[config.mk]
export PLATFORM = sky130hd
export DESIGN_NAME = key_sched_seq_128_flat
export DESIGN_NICKNAME = d
export VERILOG_FILES = /design/src/rtl/key_sched_seq_128_if.sv /design/src/rtl/key_sched_seq_128.sv /design/src/flat_wrapper.sv
export SDC_FILE = /design/constraint.sdc
export NUM_CORES = 1
export LEC_CHECK = 0
export CORE_AREA = 2 2 196 198
export DETAILED_ROUTE_END_ITERATION = 12
export DIE_AREA = 0 0 198 200
export GPL_TIMING_DRIVEN = 0
export PLACE_DENSITY = 0.68
export SLEW_MARGIN = 0
export SYNTH_ARGS = -nofsm -noshare
export SYNTH_HDL_FRONTEND = slang
export SYNTH_SLANG_ARGS = --single-unit
[constraint.sdc]
create_clock -name clk -period 3.5 [get_ports clk]
set_input_delay 0.525 -clock clk [delete_from_list [all_inputs] [get_ports clk]]
set_output_delay 0.525 -clock clk [all_outputs]
set_load 0.02 [all_outputs]
[src/rtl/key_sched_seq_128_if.sv]
// key_sched_seq_128_if: control, round-key stream, word-generator and store-read signals.
// master is the environment side, slave is the key-schedule controller.
interface key_sched_seq_128_if;
  logic         start;
  logic [127:0] key_in;
  logic         busy;
  logic         done;
  logic         rk_valid;
  logic         rk_ready;
  logic [3:0]   rk_index;
  logic [127:0] rk_data;
  logic [5:0]   gen_i;
  logic [31:0]  gen_prev_word;
  logic [31:0]  gen_prev_period_word;
  logic [31:0]  gen_current_word;
  logic [3:0]   rd_addr;
  logic [127:0] rd_data;
  modport master (
    output start, key_in, rk_ready, gen_current_word, rd_addr,
    input  busy, done, rk_valid, rk_index, rk_data, gen_i, gen_prev_word,
           gen_prev_period_word, rd_data
  );
  modport slave (
    input  start, key_in, rk_ready, gen_current_word, rd_addr,
    output busy, done, rk_valid, rk_index, rk_data, gen_i, gen_prev_word,
           gen_prev_period_word, rd_data
  );
endinterface

[src/rtl/key_sched_seq_128.sv]
// key_sched_seq_128: sequential AES-128 key schedule, one generated word per cycle, round keys streamed out.
// Define KEY_SCHED_STORE_EN to add an 11-entry round-key store with a registered read port.
module key_sched_seq_128 #(
  parameter int NUM_ROUNDS = 10
) (
  input logic               clk,
  input logic               rst_n,
  key_sched_seq_128_if.slave bus
);
  typedef enum logic [1:0] {IDLE, EMIT, GEN} state_t;
  state_t       state, state_nx;
  logic [127:0] window, window_nx, rk_data_nx;
  logic [3:0]   r, r_nx, rk_index_nx;
  logic [1:0]   k, k_nx;
  logic         busy_nx, done_nx, rk_valid_nx;
  assign bus.gen_prev_period_word = window[127:96];
  assign bus.gen_prev_word        = window[31:0];
  // {r, k} is exactly 4*r + k
  assign bus.gen_i = (state == GEN) ? {r, k} : 6'd0;
  always_ff @(posedge clk or negedge rst_n) begin
    if (!rst_n) begin
      state        <= IDLE;
      window       <= '0;
      r            <= '0;
      k            <= '0;
      bus.busy     <= 1'b0;
      bus.done     <= 1'b0;
      bus.rk_valid <= 1'b0;
      bus.rk_index <= '0;
      bus.rk_data  <= '0;
    end else begin
      state        <= state_nx;
      window       <= window_nx;
      r            <= r_nx;
      k            <= k_nx;
      bus.busy     <= busy_nx;
      bus.done     <= done_nx;
      bus.rk_valid <= rk_valid_nx;
      bus.rk_index <= rk_index_nx;
      bus.rk_data  <= rk_data_nx;
    end
  end
  always_comb begin
    state_nx    = state;
    window_nx   = window;
    r_nx        = r;
    k_nx        = k;
    busy_nx     = bus.busy;
    done_nx     = 1'b0;
    rk_valid_nx = bus.rk_valid;
    rk_index_nx = bus.rk_index;
    rk_data_nx  = bus.rk_data;
    case (state)
      IDLE: if (bus.start) begin
        window_nx   = bus.key_in;
        r_nx        = '0;
        rk_data_nx  = bus.key_in;
        rk_index_nx = '0;
        rk_valid_nx = 1'b1;
        busy_nx     = 1'b1;
        state_nx    = EMIT;
      end
      EMIT: if (bus.rk_ready) begin
        rk_valid_nx = 1'b0;
        if (r == 4'(NUM_ROUNDS)) begin
          busy_nx  = 1'b0;
          done_nx  = 1'b1;
          state_nx = IDLE;
        end else begin
          r_nx     = r + 4'd1;
          k_nx     = '0;
          state_nx = GEN;
        end
      end
      GEN: begin
        window_nx = {window[95:0], bus.gen_current_word};
        k_nx      = k + 2'd1;
        if (k == 2'd3) begin
          rk_data_nx  = window_nx;
          rk_index_nx = r;
          rk_valid_nx = 1'b1;
          state_nx    = EMIT;
        end
      end
      default: state_nx = IDLE;
    endcase
  end
`ifdef KEY_SCHED_STORE_EN
  logic [127:0] store [0:10];
  logic         store_we;
  // a round key is captured on the cycle it enters EMIT
  assign store_we = (state_nx == EMIT) && (state != EMIT);
  always_ff @(posedge clk or negedge rst_n) begin
    if (!rst_n) begin
      for (int i = 0; i < 11; i++) store[i] <= '0;
      bus.rd_data <= '0;
    end else begin
      if (store_we) store[rk_index_nx] <= rk_data_nx;
      bus.rd_data <= (bus.rd_addr <= 4'd10) ? store[bus.rd_addr] : '0;
    end
  end
`else
  assign bus.rd_data = '0;
`endif
endmodule

[src/flat_wrapper.sv]
// flat-port wrapper written by rule: the top's interface ports become plain ports
module key_sched_seq_128_flat 
#(
  parameter int NUM_ROUNDS = 10
)
  (clk, rst_n, bus_start, bus_key_in, bus_rk_ready, bus_gen_current_word, bus_rd_addr, bus_busy, bus_done, bus_rk_valid, bus_rk_index, bus_rk_data, bus_gen_i, bus_gen_prev_word, bus_gen_prev_period_word, bus_rd_data);
  key_sched_seq_128_if bus_i ();
  input logic clk;
  input logic rst_n;
  input wire logic [$bits(bus_i.start)-1:0] bus_start;
  input wire logic [$bits(bus_i.key_in)-1:0] bus_key_in;
  input wire logic [$bits(bus_i.rk_ready)-1:0] bus_rk_ready;
  input wire logic [$bits(bus_i.gen_current_word)-1:0] bus_gen_current_word;
  input wire logic [$bits(bus_i.rd_addr)-1:0] bus_rd_addr;
  output wire logic [$bits(bus_i.busy)-1:0] bus_busy;
  output wire logic [$bits(bus_i.done)-1:0] bus_done;
  output wire logic [$bits(bus_i.rk_valid)-1:0] bus_rk_valid;
  output wire logic [$bits(bus_i.rk_index)-1:0] bus_rk_index;
  output wire logic [$bits(bus_i.rk_data)-1:0] bus_rk_data;
  output wire logic [$bits(bus_i.gen_i)-1:0] bus_gen_i;
  output wire logic [$bits(bus_i.gen_prev_word)-1:0] bus_gen_prev_word;
  output wire logic [$bits(bus_i.gen_prev_period_word)-1:0] bus_gen_prev_period_word;
  output wire logic [$bits(bus_i.rd_data)-1:0] bus_rd_data;
  assign bus_i.start = bus_start;
  assign bus_i.key_in = bus_key_in;
  assign bus_i.rk_ready = bus_rk_ready;
  assign bus_i.gen_current_word = bus_gen_current_word;
  assign bus_i.rd_addr = bus_rd_addr;
  assign bus_busy = bus_i.busy;
  assign bus_done = bus_i.done;
  assign bus_rk_valid = bus_i.rk_valid;
  assign bus_rk_index = bus_i.rk_index;
  assign bus_rk_data = bus_i.rk_data;
  assign bus_gen_i = bus_i.gen_i;
  assign bus_gen_prev_word = bus_i.gen_prev_word;
  assign bus_gen_prev_period_word = bus_i.gen_prev_period_word;
  assign bus_rd_data = bus_i.rd_data;
  key_sched_seq_128 #(.NUM_ROUNDS(NUM_ROUNDS)) u_core (.clk(clk), .rst_n(rst_n), .bus(bus_i));
endmodule
# After elaboration in Yosys (flattened, before gate mapping)
# Index checks and enable logic that the tools add are counted.
[totals] regBits=271 latchBits=0 mem_bits_rw=0 romBits=0 output_inout_bits=333 mem_count=0
[op_classes] addsub=2 multipliers=0 div_mod_pow=0 n_lt_le_gt_ge=0 n_eq_ne=9 n_shift=0 muxes=29 bitwise_logic=0 n_reduce_logical=12
[ops] cell="case mux 128 bit (2 select lines)" n=2
[ops] cell="2-to-1 mux 128 bit" n=2
[ops] cell="2-to-1 mux 4 bit" n=4
[ops] cell="case mux 4 bit (2 select lines)" n=2
[ops] cell="2-to-1 mux 2 bit" n=6
[ops] cell="AND reduction 4 bit" n=3
[ops] cell="AND reduction 3 bit" n=3
[ops] cell="2-to-1 mux 1 bit" n=8
[ops] cell="inequality test 2 bit, second input constant" n=4
[ops] cell="2-to-1 mux 6 bit" n=1
[ops] cell="case mux 2 bit (3 select lines)" n=1
[ops] cell="nonzero test 2 bit" n=3
[ops] cell="adder 4 x 1 -> 4 bit, second input constant" n=1
[ops] cell="== test 2 bit, second input constant" n=2
[ops] cell="== test 4 bit, second input constant" n=1
[ops] cell="case mux 2 bit (2 select lines)" n=1
[ops] cell="case mux 1 bit (3 select lines)" n=1
[ops] cell="nonzero test 3 bit" n=1
[ops] cell="adder 2 x 1 -> 2 bit, second input constant" n=1
[ops] cell="== test 2 x 1 -> 1 bit, second input constant" n=1
[ops] cell="zero test 2 bit" n=1
[ops] cell="inequality test 2 x 1 -> 1 bit, second input constant" n=1
[ops] cell="case mux 1 bit (2 select lines)" n=1
[ops] cell="AND reduction 2 bit" n=1

# Longest topological paths before layout
# Gate-level depths: netlist of the first run.
[depth] depth_word=4 mapped_depth=7 ltp_nobuf=5

# Worst setup path after synthesis of the first run
# No wires, ideal clock.
[synth_path] kind="register -> output" startpoint="register u_core.state[0]" endpoint="output bus_gen_i[0]" arrival_time_ns=1.271 required_ns=2.975 setup_slack_ns=1.704 stages_incl_launch_ff=7 cell_sequence="dfrtp_1 -> buf_2 -> nor2b_2 -> buf_6 -> buf_6 -> buf_6 -> and2_1"
[synth_via] elab_chain_cells=2
[synth_rtl] item="start, declared" line_no="key_sched_seq_128.sv:11" source="state_t state, state_nx;"
[synth_rtl] item="start signal, assigned" line_no="key_sched_seq_128.sv:32" source="state <= state_nx;"
[synth_rtl] item="== test 2 bit" line_no="key_sched_seq_128.sv:19" source="assign bus.gen_i = (state == GEN) ? {r, k} : 6'd0;"
[synth_rtl] item="2-to-1 mux 6 bit" line_no="key_sched_seq_128.sv:19"
[synth_rtl] item="end, declared" line_no="flat_wrapper.sv:20" source="output wire logic [$bits(bus_i.gen_i)-1:0] bus_gen_i;"
# No other way between the ends.

# Final worst setup path of the first run
[layout_path] startpoint="register u_core.state[0]" endpoint="output bus_gen_i[1]"
# The elaborated chain is that of the path after synthesis.

==> results of run 1 <==
## stage by stage
stage | instances | setup TNS (ns) | utilization [%] | hold WS, ns
after floorplan | 1243 | 0 | - | 0.229
after global placement | 2122 | -2736.57 | 48.3 | 0.459
after detailed placement | 2124 | 0 | 48.5 | 0.467
after CTS | 2182 | 0 | 51.4 | 0.0193
after global routing | 2185 | 0 | 51.4 | 0.0382
final | 2186 | 0 | 51.4 | -0.00102
## metal layers
layer | wire length [um] | track usage, % | vias to the layer above
met2 | 19800 | 34.1 | 287
met3 | 1930 | 3.55 | 59
met1 | 16500 | 24.4 | 4488
met4 | 1010 | 6.04 | 0
li1 | - | - | 4471
met5 | 0 | 0 | -
## cells in the final DEF (no fill, tap or decap), drive strengths merged, types with 2 or more instances in the layout
cell / n
diode: 4
dfrtp: 271
o22ai: 3
inv: 82
conb: 128
nand3: 4
clkdlybuf4s50: 367
or2: 2
a21oi: 2
nor2: 4
clkinv: 6
nand2: 80
mux2i: 157
clkbuf: 58
bufinv: 2
nand2b: 3
nand3b: 2
mux2: 157
o21ai: 80
ha: 3
buf: 239
a21o: 2
and2: 5
## layout make-up
class                   instances  area, sq um  share of cell area [%]
flip-flops and latches        271         6780                    35.2
multi-input cells             645         4820                    25.0
repair buffers                370         3740                    19.5
plain buffers                 246         1840                    9.56
clock buffers                  48          995                    5.17
well taps                     511          639                    3.32
inverters                      81          304                    1.58
clock inverters                10          110                   0.572
diodes                          4         10.0                  0.0520
## power groups by stage
stage	clock network [uW]	registers (uW)	logic, uW
global route	3690	5880	9950
floorplan	0	6430	4610
CTS	3550	5690	9430
finish	3450	5690	9270
detailed placement	0	5720	9390
global placement	0	5690	9250
## kinds of logic (layout without fill, tap and decap cells)
| logic type | after synthesis | in the layout | share of synthesized area [%] |
|---|---|---|---|
| AOI/OAI and AO/OA | 95 | 95 | 3.85 |
| muxes | 314 | 314 | 25.2 |
| and+or+nand+nor | 105 | 105 | 3.38 |
| DFF | 271 | 271 | 51.1 |
| adders and majority gates | 3 | 3 | 0.283 |
| other | 1 | 132 | 0.0283 |
| buffers and inverters | 327 | 755 | 16.2 |
## worst register-to-register path: cells and delay by family (launching register included)
kind / cells / cell delay, ns
flops: 1 / 0.42
buf+inv: 2 / 0.79
compound gates: 2 / 0.75
## flip-flops by register name (all words and copies together) (netlist names)
signal,flops
u_core.state,2
u_core.bus.rk_valid,1
u_core.k,2
u_core.bus.busy,1
u_core.bus.done,1
u_core.bus.rk_index,4
u_core.window,128
u_core.bus.rk_data,128
u_core.r,4
## path summary, 6_finish.rpt
check                                                start                              end  slack [ns]
max                            u_core.state[0]$_DFFE_PN0P_                     bus_gen_i[1]        0.50
min                                                  rst_n    u_core.window[93]$_DFFE_PN0P_      -0.001
max reg2reg                    u_core.state[1]$_DFFE_PN0P_    u_core.window[66]$_DFFE_PN0P_        1.38
min reg2reg                u_core.bus.rk_valid$_DFFE_PN0P_  u_core.bus.rk_valid$_DFFE_PN0P_        0.48
max in group asynchronous                            rst_n    u_core.window[98]$_DFFE_PN0P_        2.45
min in group clk           u_core.bus.rk_valid$_DFFE_PN0P_  u_core.bus.rk_valid$_DFFE_PN0P_        0.48
==> reports/results.ini, run 1 <==
[clocking]
worstSkewPairLatency_ns=0.51
clock_path_buffers=3
cts_setup_buffers=0
cts.htree.levels=2
cts_hold_buf=0
clkSinkCount=271
cts_tree=done
cts_resized=0
cts.clk_slew.worst_paths_ns=0.06
cts_root_buf=clkbuf_16
cts_inserted_buffers=34

[power_and_ir_drop]
p_seq_share_pct=30.9
p_clk_share_pct=18.8
combPwrFrac_pct=50.3
p_sw_uw=6940
leakagePower_uw=0.00888
finalPower_uw=18400
intPower_uw=11500
ir_drop_uv=406
p_sw_share_pct=37.7
p_per_area_nw_per_um2=958

[global_route]
grt_max_degree=122
antenna_found_initial=4
gr-usage-all-layers_pct=19.4
grt-ovfl-total=0
grt_pass1_wl_mm=57.6
grt_pass1_vias=9559

[placed_design]
numPortBuffers=368
gp_congestion=0.791
placed_cell_area_sq_um=18100
hpwlAfterDp_mm=30.4
pre_cts_slack_ns=0.665

[setup_path]
max_stage_delay_ns=0.65
worst_path_max_delay_cell=clkdlybuf4s50_1
crit_type=reg2out
cp.depth=7
critical_path.top_delay_family=buffers and inverters
crit_path_start_kind=flop
crit_chain=buf_2 -> nor2b_2 -> buf_6 -> buf_6 -> buf_6 -> and2_1 -> clkdlybuf4s50_1
reg2reg_depth=4
worstSetupEndpointType=output pin
cp.arrival_ns=2.48
crit_buf_inv=5
cp.required_ns=2.97
crit_fanout=10
critical-path-top-cell-by-count=buf_6

[hold_path]
hold_path.class=in2async

[timing]
finalHoldViolations=1
setup_ws_ns=0.495
worst_pin_slew_ns=0.688
rsz0062_at_grt=false
fin_worst_skew_ns=0.0204
final_max_slew_viol_count=0
period_share_pct=85.9
min_period_ns=3.00
maxSlewHeadroom_pct=54.1
setup_viol=0
fmax_ghz=0.333
whs_ns=-0.00102

[synth]
netlist_area_sq_um=13300
yosysUniqueCellTypes=37
synth_top_cell_area_share_pct=51.1
synth_seq_cells=271
synth-async-reset-ratio_pct=100
synth_area_per_cell_sq_um=11.9
synth.area.top_cells=dfrtp_1 (51%), mux2_2 (13%), buf_4 (12%)
ys_seq_area_share_pct=51.1
dominantRegCellSynth=dfrtp_1
yosys.area.top_type=dfrtp_1
synth_edf_count=0
yosys_warnings=0
synthCells=1116
synth.top_cells.by_count=dfrtp_1 (271), buf_4 (213), mux2i_1 (157), mux2_2 (156), inv_1 (81)
synth.most_common_cell=dfrtp_1

[floorplanning]
start_util_pct=35.5
rows=71
io_pins=501
dieArea_sq_um=39600
die-height_um=200
placeableCoreArea_sq_um=37400
die_w_um=198

[finish]
synthToLayoutAreaGrowth_pct=45.0
nets=1820
drive_gt1_share_pct=27.0
fillers=3376
postLayoutCellArea_sq_um=19200

[drt]
ant_nets=0
route.detailed.drc=0
detail_route.first_pass.iterations=4
vias=9305
avgRoutedWirePerCell_um=18.0
wl_mm=39.3
first_iter_violations=237
via_per_inst=4.26

[status]
violations=hold timing
status=complete, but fails checks

[flow_run]
maxCapViolations=0

No activity file was read; power rests on OpenSTA's default activity.
==> inputs of run 2 (changes only) <==
--- a/config.mk
+++ b/config.mk
@@ -5,11 +5,11 @@
 export SDC_FILE = /design/constraint.sdc
 export NUM_CORES = 1
 export LEC_CHECK = 0
-export CORE_AREA = 2 2 196 198
+export CORE_AREA = 2 2 197 199
 export DETAILED_ROUTE_END_ITERATION = 12
-export DIE_AREA = 0 0 198 200
+export DIE_AREA = 0 0 199 201
 export GPL_TIMING_DRIVEN = 0
-export PLACE_DENSITY = 0.68
+export PLACE_DENSITY = 0.67
 export SLEW_MARGIN = 0
 export SYNTH_ARGS = -nofsm -noshare
 export SYNTH_HDL_FRONTEND = slang
==> constraint.sdc (replaced) <==
create_clock -name clk -period 3.3 [get_ports clk]
set_input_delay 0.495 -clock clk [delete_from_list [all_inputs] [get_ports clk]]
set_output_delay 0.495 -clock clk [all_outputs]
set_load 0.02 [all_outputs]
==> run 2 against run 1 <==
Compared with the run above: the run now ends clean; via count decreased by 0.12%; clock power increased by 11%; worst setup slack worse by 0.26 ns; wire length rose by 0.42%; design area grew 0.33%; clock skew decreased by 0.0071 ns.
==> reports/results.ini, run 2 (synthesized netlist as in run 1, its figures left out) <==
[timing]
finalHoldViolations=0  ; -1
min_period_ns=3.07
maxSlewHeadroom_pct=53.2  ; -0.90 points
fmax_ghz=0.326
period_share_pct=92.9
whs_ns=0.468  ; +0.469 ns
final_max_slew_viol_count=0  ; unchanged
fin_worst_skew_ns=0.0133  ; -0.00710 ns
setup_viol=0  ; unchanged
rsz0062_at_grt=false
worst_pin_slew_ns=0.701  ; +0.0135 ns

[drt]
first_iter_violations=268  ; +13%
ant_nets=0  ; unchanged
vias=9294  ; -0.12%
via_per_inst=4.24  ; -0.35%
route.detailed.drc=0  ; unchanged
wl_mm=39.4  ; +0.42%
avgRoutedWirePerCell_um=18.0  ; +0.19%
detail_route.first_pass.iterations=4  ; unchanged

[global_route]
gr-usage-all-layers_pct=19.5  ; +0.12 points
grt_max_degree=121  ; -0.82%
antenna_found_initial=1  ; -3
grt_pass1_wl_mm=58.9  ; +2.2%
grt_pass1_vias=9583  ; +0.25%
grt-ovfl-total=0  ; unchanged

[setup_path]
crit_type=reg2out
r2r-start=u_core.state[1]$_DFFE_PN0P_
crit_fanout=10  ; unchanged
cp-startpoint=u_core.state[0]$_DFFE_PN0P_
reg2reg_depth=6  ; +2
reg2reg_to=u_core.window[23]$_DFFE_PN0P_
cp.arrival_ns=2.57  ; +0.09 ns
worstSetupEndpointType=output pin
r2r_slack_ns=1.25  ; -0.13 ns
cp.required_ns=2.80  ; -0.17 ns
crit_path_start_kind=flop
endpoint=bus_gen_i[0]

[finish]
largestRegisters=u_core.bus.rk_data (128), u_core.window (128)
mostFrequentLayoutCell=clkdlybuf4s50_1
drive_gt1_share_pct=27.1  ; +0.044 points
final_core_util_pct=50.7  ; -0.79 points
nets=1818  ; -0.11%
synthToLayoutAreaGrowth_pct=45.5
layout_common_cells=clkdlybuf4s50_1 (367), dfrtp_1 (271), buf_4 (213)

[clocking]
cts_tree=done
cts_hold_buf=1  ; +1
clock_path_buffers=3  ; unchanged
cts_root_buf=clkbuf_16
clkSinkCount=271  ; unchanged
cts_inserted_buffers=31  ; -8.8%
cts_resized=0  ; unchanged
cts.htree.levels=1  ; -1
worstSkewPairLatency_ns=0.57  ; +0.06 ns
cts_setup_buffers=0  ; unchanged
cts.clk_slew.worst_paths_ns=0.06  ; about the same

[floorplanning]
start_util_pct=34.8  ; -0.66 points
die-height_um=201  ; +0.50%
rows=72  ; +1.4%
placeableCoreArea_sq_um=38100  ; +1.9%
die_w_um=199  ; +0.51%
io_pins=501  ; unchanged
dieArea_sq_um=40000  ; +1.0%

[status]
status=finished, final reports clean

[flow_run]
maxCapViolations=0  ; unchanged

[placed_design]
gp_congestion=0.798  ; +0.97%
hpwlAfterDp_mm=30.5  ; +0.18%
numPortBuffers=368  ; unchanged

[power_and_ir_drop]
ir_drop_uv=508  ; +25%
leakagePower_uw=0.00890  ; +0.30%
p_per_area_nw_per_um2=1020  ; +6.8%

[hold_path]
hold_path.class=in2async

==> run 2: cell types whose count changed in the layout (fill, tap and decap cells not counted), sizes merged <==
| cell | previous run | this run |
|---|---|---|
| dlygate4sd3 | 0 | 1 |
| clkinv | 6 | 3 |
| bufinv | 2 | 6 |
| clkbuf | 58 | 57 |
| diode | 4 | 1 |
==> run 2: how the worst min path moves through the flow <==
stage | start | to | slack (ns) | cells past startpoint
finish | rst_n | u_core.bus.rk_data[4]$_DFFE_PN0P_ | 0.47 | 2
global route | u_core.window[65]$_DFFE_PN0P_ | u_core.window[65]$_DFFE_PN0P_ | 0.50 | 2
CTS | rst_n | u_core.bus.rk_data[4]$_DFFE_PN0P_ | 0.48 | 2
detailed placement | u_core.window[70]$_DFFE_PN0P_ | u_core.window[70]$_DFFE_PN0P_ | 0.47 | 2
global placement | u_core.window[69]$_DFFE_PN0P_ | u_core.window[69]$_DFFE_PN0P_ | 0.46 | 2
floorplan | rst_n | u_core.bus.busy$_DFFE_PN0P_ | 0.20 | 0
==> run 2: power breakdown <==
| group | internal (uW) | switching [uW] |
|---|---|---|
| clock network | 2430 | 1410 |
| logic | 4920 | 4930 |
| registers | 5010 | 1030 |
| total | 12400 | 7370 |
==> run 2: per-layer routing <==
layer  part of all wire (%)  GRT usage, %  vias to the layer above
met4                    2.3          5.41                        0
li1                       -             -                     4449
met2                     50          33.6                      283
met1                     42          25.1                     4507
met5                      0             0                        -
met3                    5.7          3.55                       55
==> run 2: through the flow <==
step / TNS (ns) / cell area, sq um / power [uW] / std cells / worst slack [ns]
2_1_floorplan: 0 / 13700 / 11700 / 1243 / 1.53
3_3_place_gp: -2794.01 / 18100 / 15900 / 2129 / -10.35
3_5_place_dp: 0 / 18100 / 16000 / 2131 / 0.492
4_1_cts: 0 / 19300 / 20000 / 2190 / 0.180
5_1_grt: 0 / 19300 / 20900 / 2191 / 0.121
6_report: 0 / 19300 / 19700 / 2191 / 0.233
==> run 2: area by class of cell <==
type	instances	area (sq um)
Clock inverter	11	211
Sequential cell	271	6780
Buffer	246	1840
Timing Repair Buffer	371	3750
Clock buffer	47	946
Inverter	81	304
Multi-Input combinational cell	645	4820
Antenna cell	1	2.50
Fill cell	3438	18800
Tap cell	518	648
==> run 2: critical path: stages (launching register included) <==
cell,delay [ns]
dfrtp_1,0.35
buf_2,0.17
nor2b_2,0.15
buf_6,0.16
buf_6,0.19
buf_6,0.18
and2_1,0.13
clkdlybuf4s50_1,0.66
==> inputs of run 3 (changes only) <==
--- a/config.mk
+++ b/config.mk
@@ -6,6 +6,7 @@
 export NUM_CORES = 1
 export LEC_CHECK = 0
 export CORE_AREA = 2 2 197 199
+export CTS_CLUSTER_DIAMETER = 30
 export DETAILED_ROUTE_END_ITERATION = 12
 export DIE_AREA = 0 0 199 201
 export GPL_TIMING_DRIVEN = 0
==> run 3 against run 2 <==
Compared with the run above: sequential share of layout area is 2.1 points lower; sequential power hardly changed; hold slack better by 0.0060 ns; critical path depth stayed put; first-iteration DRC count is 6.0% lower; maximum frequency is 1.1% higher; sequential cell count stayed put; global-route usage is 0.63 points higher.
==> reports/results.ini, run 3 (synthesized netlist as in run 1, its figures left out) <==
[status]
status=finished, final reports clean

[drt]
ant_nets=0  ; unchanged
avgRoutedWirePerCell_um=17.9  ; -0.55%
detail_route.first_pass.iterations=4  ; unchanged
via_per_inst=4.24  ; about the same
wl_mm=40.3  ; +2.4%
first_iter_violations=252  ; -6.0%
vias=9565  ; +2.9%
route.detailed.drc=0  ; unchanged

[clocking]
cts.clk_slew.worst_paths_ns=0.04  ; -0.02 ns
clock_path_buffers=3  ; unchanged
cts_setup_buffers=0  ; unchanged
cts.htree.levels=3  ; +2
clkSinkCount=271  ; unchanged
cts_inserted_buffers=69  ; +120%
worstSkewPairLatency_ns=0.55  ; -0.02 ns
cts_root_buf=clkbuf_16
cts_tree=done

[finish]
fillers=3334  ; -3.0%
drive_gt1_share_pct=29.7  ; +2.6 points
nets=1856  ; +2.1%
layout_common_cells=clkdlybuf4s50_1 (367), dfrtp_1 (271), buf_4 (213)
mostFrequentLayoutCell=clkdlybuf4s50_1
synthToLayoutAreaGrowth_pct=54.9
largestRegisters=u_core.bus.rk_data (128), u_core.window (128)
layout.cells.non_filler=2255  ; +2.9%

[timing]
rsz0062_at_grt=false
finalHoldViolations=0  ; unchanged
fin_worst_skew_ns=0.0145  ; +0.00117 ns
min_period_ns=3.03  ; -0.0338 ns
period_share_pct=91.9  ; -1.0 points
final_max_slew_viol_count=0  ; unchanged
setup_tns_ns=0  ; unchanged
fmax_ghz=0.330  ; +1.1%
setup_viol=0  ; unchanged
maxSlewHeadroom_pct=55.6  ; +2.4 points
worst_pin_slew_ns=0.665  ; -0.0360 ns
setup_ws_ns=0.267  ; +0.0338 ns

[global_route]
antenna_found_initial=3  ; +2
gr-usage-all-layers_pct=20.2  ; +0.63 points
grt-ovfl-total=0  ; unchanged
grt_max_degree=121  ; unchanged
grt_pass1_vias=9981  ; +4.2%
grt_pass1_wl_mm=60.3  ; +2.3%

[placed_design]
gp_congestion=0.798  ; unchanged
numPortBuffers=368  ; unchanged
pre_cts_slack_ns=0.492  ; unchanged
hpwlAfterDp_mm=30.5  ; unchanged
place_inst=2131  ; unchanged

[setup_path]
critical-path-top-cell-by-count=buf_6
crit_path_start_kind=flop
cp.required_ns=2.80  ; about the same
max_stage_delay_ns=0.64  ; -0.02 ns
crit_fanout=10  ; unchanged
worstSetupEndpointType=output pin
cp.arrival_ns=2.54  ; -0.03 ns
crit_chain=buf_2 -> nor2b_2 -> buf_6 -> buf_6 -> buf_6 -> and2_1 -> clkdlybuf4s50_1
crit_type=reg2out
worst_path_max_delay_cell=clkdlybuf4s50_1

[floorplanning]
rows=72  ; unchanged
die_w_um=199  ; unchanged
die-height_um=201  ; unchanged
placeableCoreArea_sq_um=38100  ; unchanged
start_util_pct=34.8  ; unchanged
dieArea_sq_um=40000  ; unchanged
io_pins=501  ; unchanged

[hold_path]
hold_path.class=reg2reg

[power_and_ir_drop]
leakagePower_uw=0.00953  ; +7.0%
finalPower_uw=22800  ; +16%
ir_drop_uv=435  ; -14%
p_per_area_nw_per_um2=1110  ; +8.6%

[flow_run]
maxCapViolations=0  ; unchanged

-- run 3: cell count changes in the layout (fill, tap and decap cells not counted) --
cell       before  now
clkbuf_16      31   71
clkinv_2        3   13
clkbuf_8       11   16
diode_2         1    3
clkinv_4        0    4
bufinv_16       6    9
-- run 3: path summary, 6_finish.rpt --
kind	startpoint	endpoint	slack (ns)	cells past startpoint
worst max-delay path	u_core.state[0]$_DFFE_PN0P_	bus_gen_i[1]	0.27	7
min in group asynchronous	rst_n	u_core.bus.rk_data[1]$_DFFE_PN0P_	0.49	2
worst max register to register	u_core.state[1]$_DFFE_PN0P_	u_core.window[23]$_DFFE_PN0P_	1.25	6
worst min-delay path	u_core.window[69]$_DFFE_PN0P_	u_core.window[69]$_DFFE_PN0P_	0.47	2
max in group asynchronous	rst_n	u_core.bus.rk_data[73]$_DFFE_PN0P_	1.35	4
worst min register to register	u_core.window[69]$_DFFE_PN0P_	u_core.window[69]$_DFFE_PN0P_	0.47	2
-- run 3: power breakdown --
group	switching [uW]	total, uW	internal [uW]
Sequential	1040	6060	5020
Combinational	4940	9850	4920
Clock	1970	6890	4920
-- run 3: layout make-up --
cell class / count / area, sq um / area share [%]
well taps: 518 / 648 / 3.15
multi-input cells: 645 / 4820 / 23.4
repair buffers: 371 / 3750 / 18.3
clock buffers: 92 / 2020 / 9.81
inverters: 81 / 304 / 1.48
plain buffers: 246 / 1840 / 8.95
flip-flops and latches: 271 / 6780 / 33.0
clock inverters: 28 / 387 / 1.88
diodes: 3 / 7.51 / 0.0365
-- run 3: routing by layer --
| layer | vias to the layer above | wire (um) | track usage, % |
|---|---|---|---|
| li1 | 4572 | - | - |
| met1 | 4616 | 17000 | 25.0 |
| met2 | 314 | 20100 | 34.0 |
| met3 | 63 | 2270 | 4.49 |
| met4 | 0 | 950 | 7.92 |
| met5 | - | 0 | 0 |
-- run 3: what timing repair did --
action | CTS | global route
resized for setup | 0 | 0
endpoints found under the hold margin | 67 | 0
hold buffers | 1 | 0
-- run 3: worst max-delay path: cells and delay by family, from the launching register on --
family,cells,cell delay (ns)
buffers and inverters,5,1.36
flip-flops,1,0.34
AND/OR/NAND/NOR,2,0.28
-- run 3: stage by stage --
stage	utilization (%)	hold slack, ns	area (sq um)
4_1_cts	53.9	0.477	20500
2_1_floorplan	-	0.199	13700
5_1_grt	53.9	0.494	20600
3_3_place_gp	47.4	0.463	18100
3_5_place_dp	47.6	0.468	18100
6_report	53.9	0.474	20600
